==> config.mk <==
export PLATFORM = sky130hd
export DESIGN_NAME = mem_arbiter
export DESIGN_NICKNAME = d
export VERILOG_FILES = /design/src/rtl/mem_arb_pkg.sv /design/src/rtl/mem_arbiter.sv
export SDC_FILE = /design/constraint.sdc
export NUM_CORES = 1
export LEC_CHECK = 0
export ABC_AREA = 1
export CAP_MARGIN = 25
export CORE_ASPECT_RATIO = 2
export CORE_MARGIN = 2
export CORE_UTILIZATION = 40
export DETAILED_ROUTE_END_ITERATION = 12
export GPL_TIMING_DRIVEN = 0
export PLACE_DENSITY = 0.83
export REMOVE_ABC_BUFFERS = 1
export SYNTH_ARGS = -nofsm -noshare
export SYNTH_HDL_FRONTEND = slang
export SYNTH_SLANG_ARGS = --single-unit
==> constraint.sdc <==
create_clock -name clk -period 3.9 [get_ports clk]
set_clock_uncertainty 0.05 [all_clocks]
set_input_delay 0.975 -clock clk [delete_from_list [all_inputs] [get_ports clk]]
set_output_delay 0.975 -clock clk [all_outputs]
set_load 0.01 [all_outputs]
==> src/rtl/mem_arb_pkg.sv <==
// Shared types for the multicycle MIPS memory arbiter.
//   arb_state_t : sequencer states
//   owner_t     : which requester holds (or last held) the memory port
//   CNT_W       : width of the read wait-state counter
package mem_arb_pkg;

    typedef enum logic [1:0] {
        ARB_IDLE,
        ARB_READ,
        ARB_WRITE,
        ARB_DONE
    } arb_state_t;

    typedef enum logic {
        OWN_IF = 1'b0,
        OWN_LS = 1'b1
    } owner_t;

    localparam int unsigned CNT_W = 4;

endpackage

==> src/rtl/mem_arbiter.sv <==
// Sequencer/arbiter for the single-port instruction/data memory.
// Grants the memory to the fetch path (IF) or the load/store path (LS), drives
// registered address/write data/strobe, counts RD_LAT read wait states and
// returns read data with a one-cycle acknowledge.
//
// Ports:
//   clk, rst_n                 clock, asynchronous active-low reset
//   if_req/if_addr             fetch read request (held until if_ack)
//   if_ack/if_rdata            fetch done pulse, fetched word (held)
//   ls_req/ls_we/ls_addr/ls_wdata  load/store request (held until ls_ack)
//   ls_ack/ls_rdata            load/store done pulse, loaded word (held)
//   mem_addr/mem_wdata/mem_wr  registered memory address, write data, strobe
//   mem_rdata                  memory read data
//   busy                       sequencer not idle
//   owner                      current/last grant (0 = IF, 1 = LS)
module mem_arbiter
    import mem_arb_pkg::*;
#(
    parameter int unsigned ADDR_W = 32,
    parameter int unsigned DATA_W = 32,
    parameter int unsigned RD_LAT = 2
) (
    input  logic              clk,
    input  logic              rst_n,
    input  logic              if_req,
    input  logic [ADDR_W-1:0] if_addr,
    output logic              if_ack,
    output logic [DATA_W-1:0] if_rdata,
    input  logic              ls_req,
    input  logic              ls_we,
    input  logic [ADDR_W-1:0] ls_addr,
    input  logic [DATA_W-1:0] ls_wdata,
    output logic              ls_ack,
    output logic [DATA_W-1:0] ls_rdata,
    output logic [ADDR_W-1:0] mem_addr,
    output logic [DATA_W-1:0] mem_wdata,
    output logic              mem_wr,
    input  logic [DATA_W-1:0] mem_rdata,
    output logic              busy,
    output logic              owner
);

    arb_state_t       state;
    owner_t           owner_q;
    owner_t           last_owner;
    logic [CNT_W-1:0] cnt;
    logic             grant_ls;

    // Round-robin: on a tie, hand the port to whoever was not granted last.
    always_comb begin
        grant_ls = 1'b0;
        if (if_req && ls_req) begin
            grant_ls = (last_owner == OWN_IF);
        end else begin
            grant_ls = ls_req;
        end
    end

    always_ff @(posedge clk or negedge rst_n) begin
        if (!rst_n) begin
            state      <= ARB_IDLE;
            owner_q    <= OWN_IF;
            last_owner <= OWN_LS;
            cnt        <= '0;
            mem_addr   <= '0;
            mem_wdata  <= '0;
            mem_wr     <= 1'b0;
            if_ack     <= 1'b0;
            ls_ack     <= 1'b0;
            if_rdata   <= '0;
            ls_rdata   <= '0;
        end else begin
            // Pulses default low; only the state transitions below raise them.
            if_ack <= 1'b0;
            ls_ack <= 1'b0;
            mem_wr <= 1'b0;
            unique case (state)
                ARB_IDLE: begin
                    if (if_req || ls_req) begin
                        owner_q    <= grant_ls ? OWN_LS : OWN_IF;
                        last_owner <= grant_ls ? OWN_LS : OWN_IF;
                        mem_addr   <= grant_ls ? ls_addr : if_addr;
                        if (grant_ls) begin
                            mem_wdata <= ls_wdata;
                        end
                        cnt <= CNT_W'(RD_LAT);
                        if (grant_ls && ls_we) begin
                            state  <= ARB_WRITE;
                            mem_wr <= 1'b1;
                        end else begin
                            state <= ARB_READ;
                        end
                    end
                end
                ARB_READ: begin
                    cnt <= cnt - 1'b1;
                    // Last wait cycle: mem_rdata is valid now, capture on entry to DONE.
                    if (cnt == CNT_W'(1)) begin
                        state <= ARB_DONE;
                        if (owner_q == OWN_LS) begin
                            ls_rdata <= mem_rdata;
                            ls_ack   <= 1'b1;
                        end else begin
                            if_rdata <= mem_rdata;
                            if_ack   <= 1'b1;
                        end
                    end
                end
                ARB_WRITE: begin
                    state <= ARB_DONE;
                    // Only LS can write, but follow the owner for symmetry.
                    if (owner_q == OWN_LS) begin
                        ls_ack <= 1'b1;
                    end else begin
                        if_ack <= 1'b1;
                    end
                end
                ARB_DONE: begin
                    state <= ARB_IDLE;
                end
                default: begin
                    state <= ARB_IDLE;
                end
            endcase
        end
    end

    assign busy  = (state != ARB_IDLE);
    assign owner = owner_q;

endmodule

Word-level counts from Yosys, hierarchy flattened

Index checks and enable logic that the tools add are counted.

Add/subtract/negate cells: 1
Reductions and logical operators: 12
Equality and inequality tests: 6
Bitwise logic cells: 2
Multiplexer cells: 18

Operators with widths:

| kind                                                | count |
|---|---|
| two-way mux 32 bit                                  | 1 |
| two-way mux 1 bit                                   | 9 |
| AND reduction 3 bit                                 | 3 |
| one-hot mux 2 bit (4 select lines)                  | 1 |
| one-hot mux 4 bit (2 select lines)                  | 1 |
| two-way mux 2 bit                                   | 3 |
| AND reduction 2 bit                                 | 3 |
| equality test 2 bit, second input constant          | 2 |
| equality test 4 x 1 -> 1 bit, second input constant | 1 |
| two-way mux 4 bit                                   | 1 |
| != test 2 bit, second input constant                | 2 |
| one-hot mux 1 bit (2 select lines)                  | 2 |
| nonzero test 2 bit                                  | 2 |
| subtractor 4 x 1 -> 4 bit, second input constant    | 1 |
| equality test 2 x 1 -> 1 bit, second input constant | 1 |
| logical AND 1 bit                                   | 2 |
| zero test 2 bit                                     | 1 |
| inverter 1 bit                                      | 2 |
| logical OR 1 bit                                    | 1 |

Logic and storage cells: 50
Input bits: 133
Output and inout port bits: 133
Register bits: 139

Longest topological paths before layout

Depth in word-level cells: 6
Mapped depth: 8

Least setup slack after synthesis

Ideal clock, no wire load.

Kind: input to register
Start point: input ls_req
End point: register mem_addr[12]
Cell stages on the path: 5
Setup slack: 2061 ps
Buffers on the path: 2
Setup time: 119 ps
Arrival time: 1670 ps
Path through: o21ai_2 inv_2 buf_6 buf_4 o21a_1

Cells in the longest elaborated chain, start to end: 3
Elaborated cells on any way between the ends: 5
Classes of those cells: mux (2); reduce/logical (3)

Ends and longest elaborated chain:

| what                 | RTL line          | text |
|---|---|---|
| from (decl)          | mem_arbiter.sv:29 | `input logic ls_req,` |
| logical AND 1 bit    | mem_arbiter.sv:52 | `if (if_req && ls_req) begin` |
| two-way mux 1 bit    | mem_arbiter.sv:52 |  |
| two-way mux 32 bit   | mem_arbiter.sv:82 | `mem_addr <= grant_ls ? ls_addr : if_addr;` |
| to (signal assigned) | mem_arbiter.sv:82 |  |
| to (decl)            | mem_arbiter.sv:35 | `output logic [ADDR_W-1:0] mem_addr,` |

Several ways; a longest one is shown, not always the timed one.
A chain may end at the register's enable or synchronous reset.

Final worst setup path

Start point: input ls_req
End point: register mem_addr[30]

Same word-level chain as after synthesis.

==> results by group <==
Floorplan
  • Initial Utilization: approximately two fifths
  • Placeable Area: between 15,000 and 20,000 um^2
  • Die area: 16,300 um^2
  • I/O Pins: approximately 270
  • Die width: between 90 and 100 um
  • Die H: between 150 and 200 um
  • # rows: 64

Power and ir drop
  • Reg power frac: around a third
  • Combinational share of power: about 44%
  • Power Density: ~810 nW/um^2
  • Clock Power Share: approximately 22%
  • Final Power: 7.61 mW
  • VDD IR max: 0.000462 V
  • Int Power: around 5.0 mW
  • P_sw: about 2.6 mW
  • Leakage dissipation: approximately 4.3 nW
  • Sw Ratio: between 30% and 40%

Timing
  • Crit share post-route: approximately 77%
  • Slew @ Worst Pin: a little under 0.9 ns
  • Final setup violation count: 0
  • Setup ws final: about 0.91 ns
  • Min Tclk post-route: 2.99 ns
  • Slew Limit Fails: 0
  • Peak Freq: approximately 330 MHz
  • RSZ-0062 raised after global routing: false
  • Relative slew margins: between 40% and 50%
  • Hold Vio Cnt, Final: 0

Layout
  • Reg area: approximately 3500 um^2
  • Fin cells: between 1,000 and 1,500
  • Layout Nets: a little over 1,000
  • Number of diodes: 0
  • Share of cells above drive strength 1: 10.2%
  • Multi-input gate area: between 2000 and 2500 um^2
  • Area growth, synth to finish: 54.1%
  • # fillers: roughly 1,200

Clock network
  • Hold buffers post-CTS: 0
  • CTS tree: yes
  • CTS sink cnt: 139
  • Clock Latency Late Sink: just over 0.4 ns
  • H-tree levels: 4
  • PostCTS Resize Cnt: 0
  • Clock-pin slew of the registers on the worst-case setup and hold paths: 0.06 ns
  • Clock root buffer: clkbuf_16
  • CTS Buffer Depth: 2
  • TritonCTS Buffers: 17
  • Postcts setup bufs: 0

Global routing
  • Antenna violations before repair: 0
  • Total track usage: about a fifth
  • GRT Residual Overflow: 0
  • Largest net degree at the start of global routing: 85
  • First-pass GRT wire length: roughly 26 mm
  • Number of global-route vias before repair: roughly 5,200

Worst setup path
  • Largest stage delay, worst path: about 1.1 ns
  • WS Path Type: input port to register
  • Cells along the critical path: clkdlybuf4s50_1 -> buf_16 -> o21ai_2 -> inv_2 -> buf_12 -> nand3_1 -> o21a_1
  • Worst Path Max Fanout: a little over 50
  • Crit path arrival time: 3.23 ns
  • Element type at the critical path start: input port
  • Crit. End Element: register
  • WP data required: 4.14 ns
  • Critical-path top delay cell: clkdlybuf4s50_1

Placement
  • HPWL reported at the end of detailed placement: approximately 11 mm
  • Setup Slack @ Placement: 0.520 ns
  • Cell count after placement: 1,061
  • Routability cong.: roughly 0.8
  • IO Port Bufs: 265

Yosys
  • Syn avg cell area: about 9.7 um^2
  • Synth Area in Adders: between 1 and 1.5%
  • Mux contribution to synthesized area: 0%
  • Syn Inst Count: approximately 630
  • Main combinational cell family by area after synthesis: simple AND/OR/NAND/NOR gates
  • Top cells by count, synth: nand2_1, dfrtp_1, inv_1, nand3_1, o21ai_1
  • Most frequent cell after synthesis: nand2_1
  • Synth Area in XOR/XNOR: 0%
  • Synth area leader: dfrtp_1
  • FFs w/ async S/R, synth: 100%
  • Yosys reg bits: 139
  • Synth unique cells: 23
  • Post-synth EDFFs: 0
  • Synth warnings: 0
  • Post-synthesis simple-gate area fraction: 18.0%
  • Register area share after synthesis: 56.9%
  • Compound-gate portion of the synthesized area: 14.1%
  • Synth top area share: 56.5%
  • Top FF cell, synth: dfrtp_1
  • Top cells by area, synth: dfrtp_1, nand2_1, nand3_1
  • Cell Area, Synth: between 6000 and 7000 um^2

Detailed routing
  • DR iter-0 viols: about 200
  • Post-route ant nets: 0
  • DR DRC count: 0
  • WL/cell: about 15 um
  • DRT Wirelength: ~16 mm
  • Vias post-DR: between 5,000 and 6,000
  • Vias per Instance: 4.75
  • Drt first pass iters: 4

Run status
  • Outcome: complete, no violations

Hold path
  • Hold WC Path Type: register to register

Run
  • MaxCap Viol Count: 0
kinds of logic (layout without fill, tap and decap cells):
| family | after synthesis | after routing |
|---|---|---|
| buf+inv | 114 | 378 |
| simple gates | 241 | 241 |
| flops | 139 | 139 |
| compound gates | 132 | 132 |
| fa+ha+maj | 5 | 5 |
registers in the layout (all words and copies together) (netlist names):
signal,cells
cnt,4
mem_wr,1
owner,1
mem_addr,32
if_rdata,32
last_owner,1
ls_rdata,32
state,2
ls_ack,1
if_ack,1
mem_wdata,32
metal layers:
layer | wire [um] | vias to the layer above | track usage, %
met5 | 0 | - | 0
met2 | 7600 | 238 | 32.9
met1 | 6370 | 2395 | 23.2
met4 | 250 | 0 | 7.45
li1 | - | 2543 | -
met3 | 1710 | 14 | 8.32
critical path: cells and delay by family:
family          cells  cell delay, ns
compound gates      2            0.24
buf+inv             4            1.84
simple gates        1            0.14
cell usage in the layout, fill, tap and decap left out, drive strengths merged:
master         instances
dfstp                  1
dfrtp                138
nor2                   5
nand4                  3
nand3                 73
nand2                159
inv                   82
ha                     5
clkbuf                18
o21a                  32
o21ai                100
bufinv                 3
or2                    1
clkdlybuf4s50        264
clkinv                 3
clkinvlp               3
buf                    5
power by group through the flow:
stage / sequential, mW / clock, mW / combinational, mW
3_5_place_dp: 2.57 / 0 / 3.41
2_1_floorplan: 2.86 / 0 / 1.18
6_report: 2.55 / 1.68 / 3.38
4_1_cts: 2.55 / 1.73 / 3.43
5_1_grt: 2.64 / 1.79 / 3.70
3_3_place_gp: 2.53 / 0 / 3.28
metrics by stage:
step	utilization, %	hold WS (ns)	setup TNS (ns)	area, um^2
global route	62.2	0.451	0	9420
finish	62.2	0.422	0	9420
global placement	57.5	0.409	-533.61	8700
detailed placement	58.1	0.414	0	8790
CTS	62.2	0.424	0	9420
floorplan	-	0.399	0	5800
area by class of cell:
cell class                 count  share of cell area, %
clock buffer                  18                   4.66
clock inverter                14                   1.97
inverter                      77                   3.07
multi-input combinational    378                   21.5
sequential                   139                   36.9
tap                          198                   2.63
timing repair buffer         269                   29.2
worst paths after layout:
| path | from | to | slack, ns | cells past startpoint |
|---|---|---|---|---|
| max in group asynchronous | rst_n | last_owner | 2.44 | 2 |
| setup / recovery | ls_req | mem_addr[30] | 0.91 | 7 |
| setup reg to reg | last_owner | mem_addr[27] | 1.64 | 5 |
| hold / removal | last_owner | last_owner | 0.42 | 2 |
| min in group asynchronous | rst_n | if_rdata[29] | 0.58 | 1 |
| hold reg to reg | last_owner | last_owner | 0.42 | 2 |
Note: power is estimated with default switching activity, not from simulation.
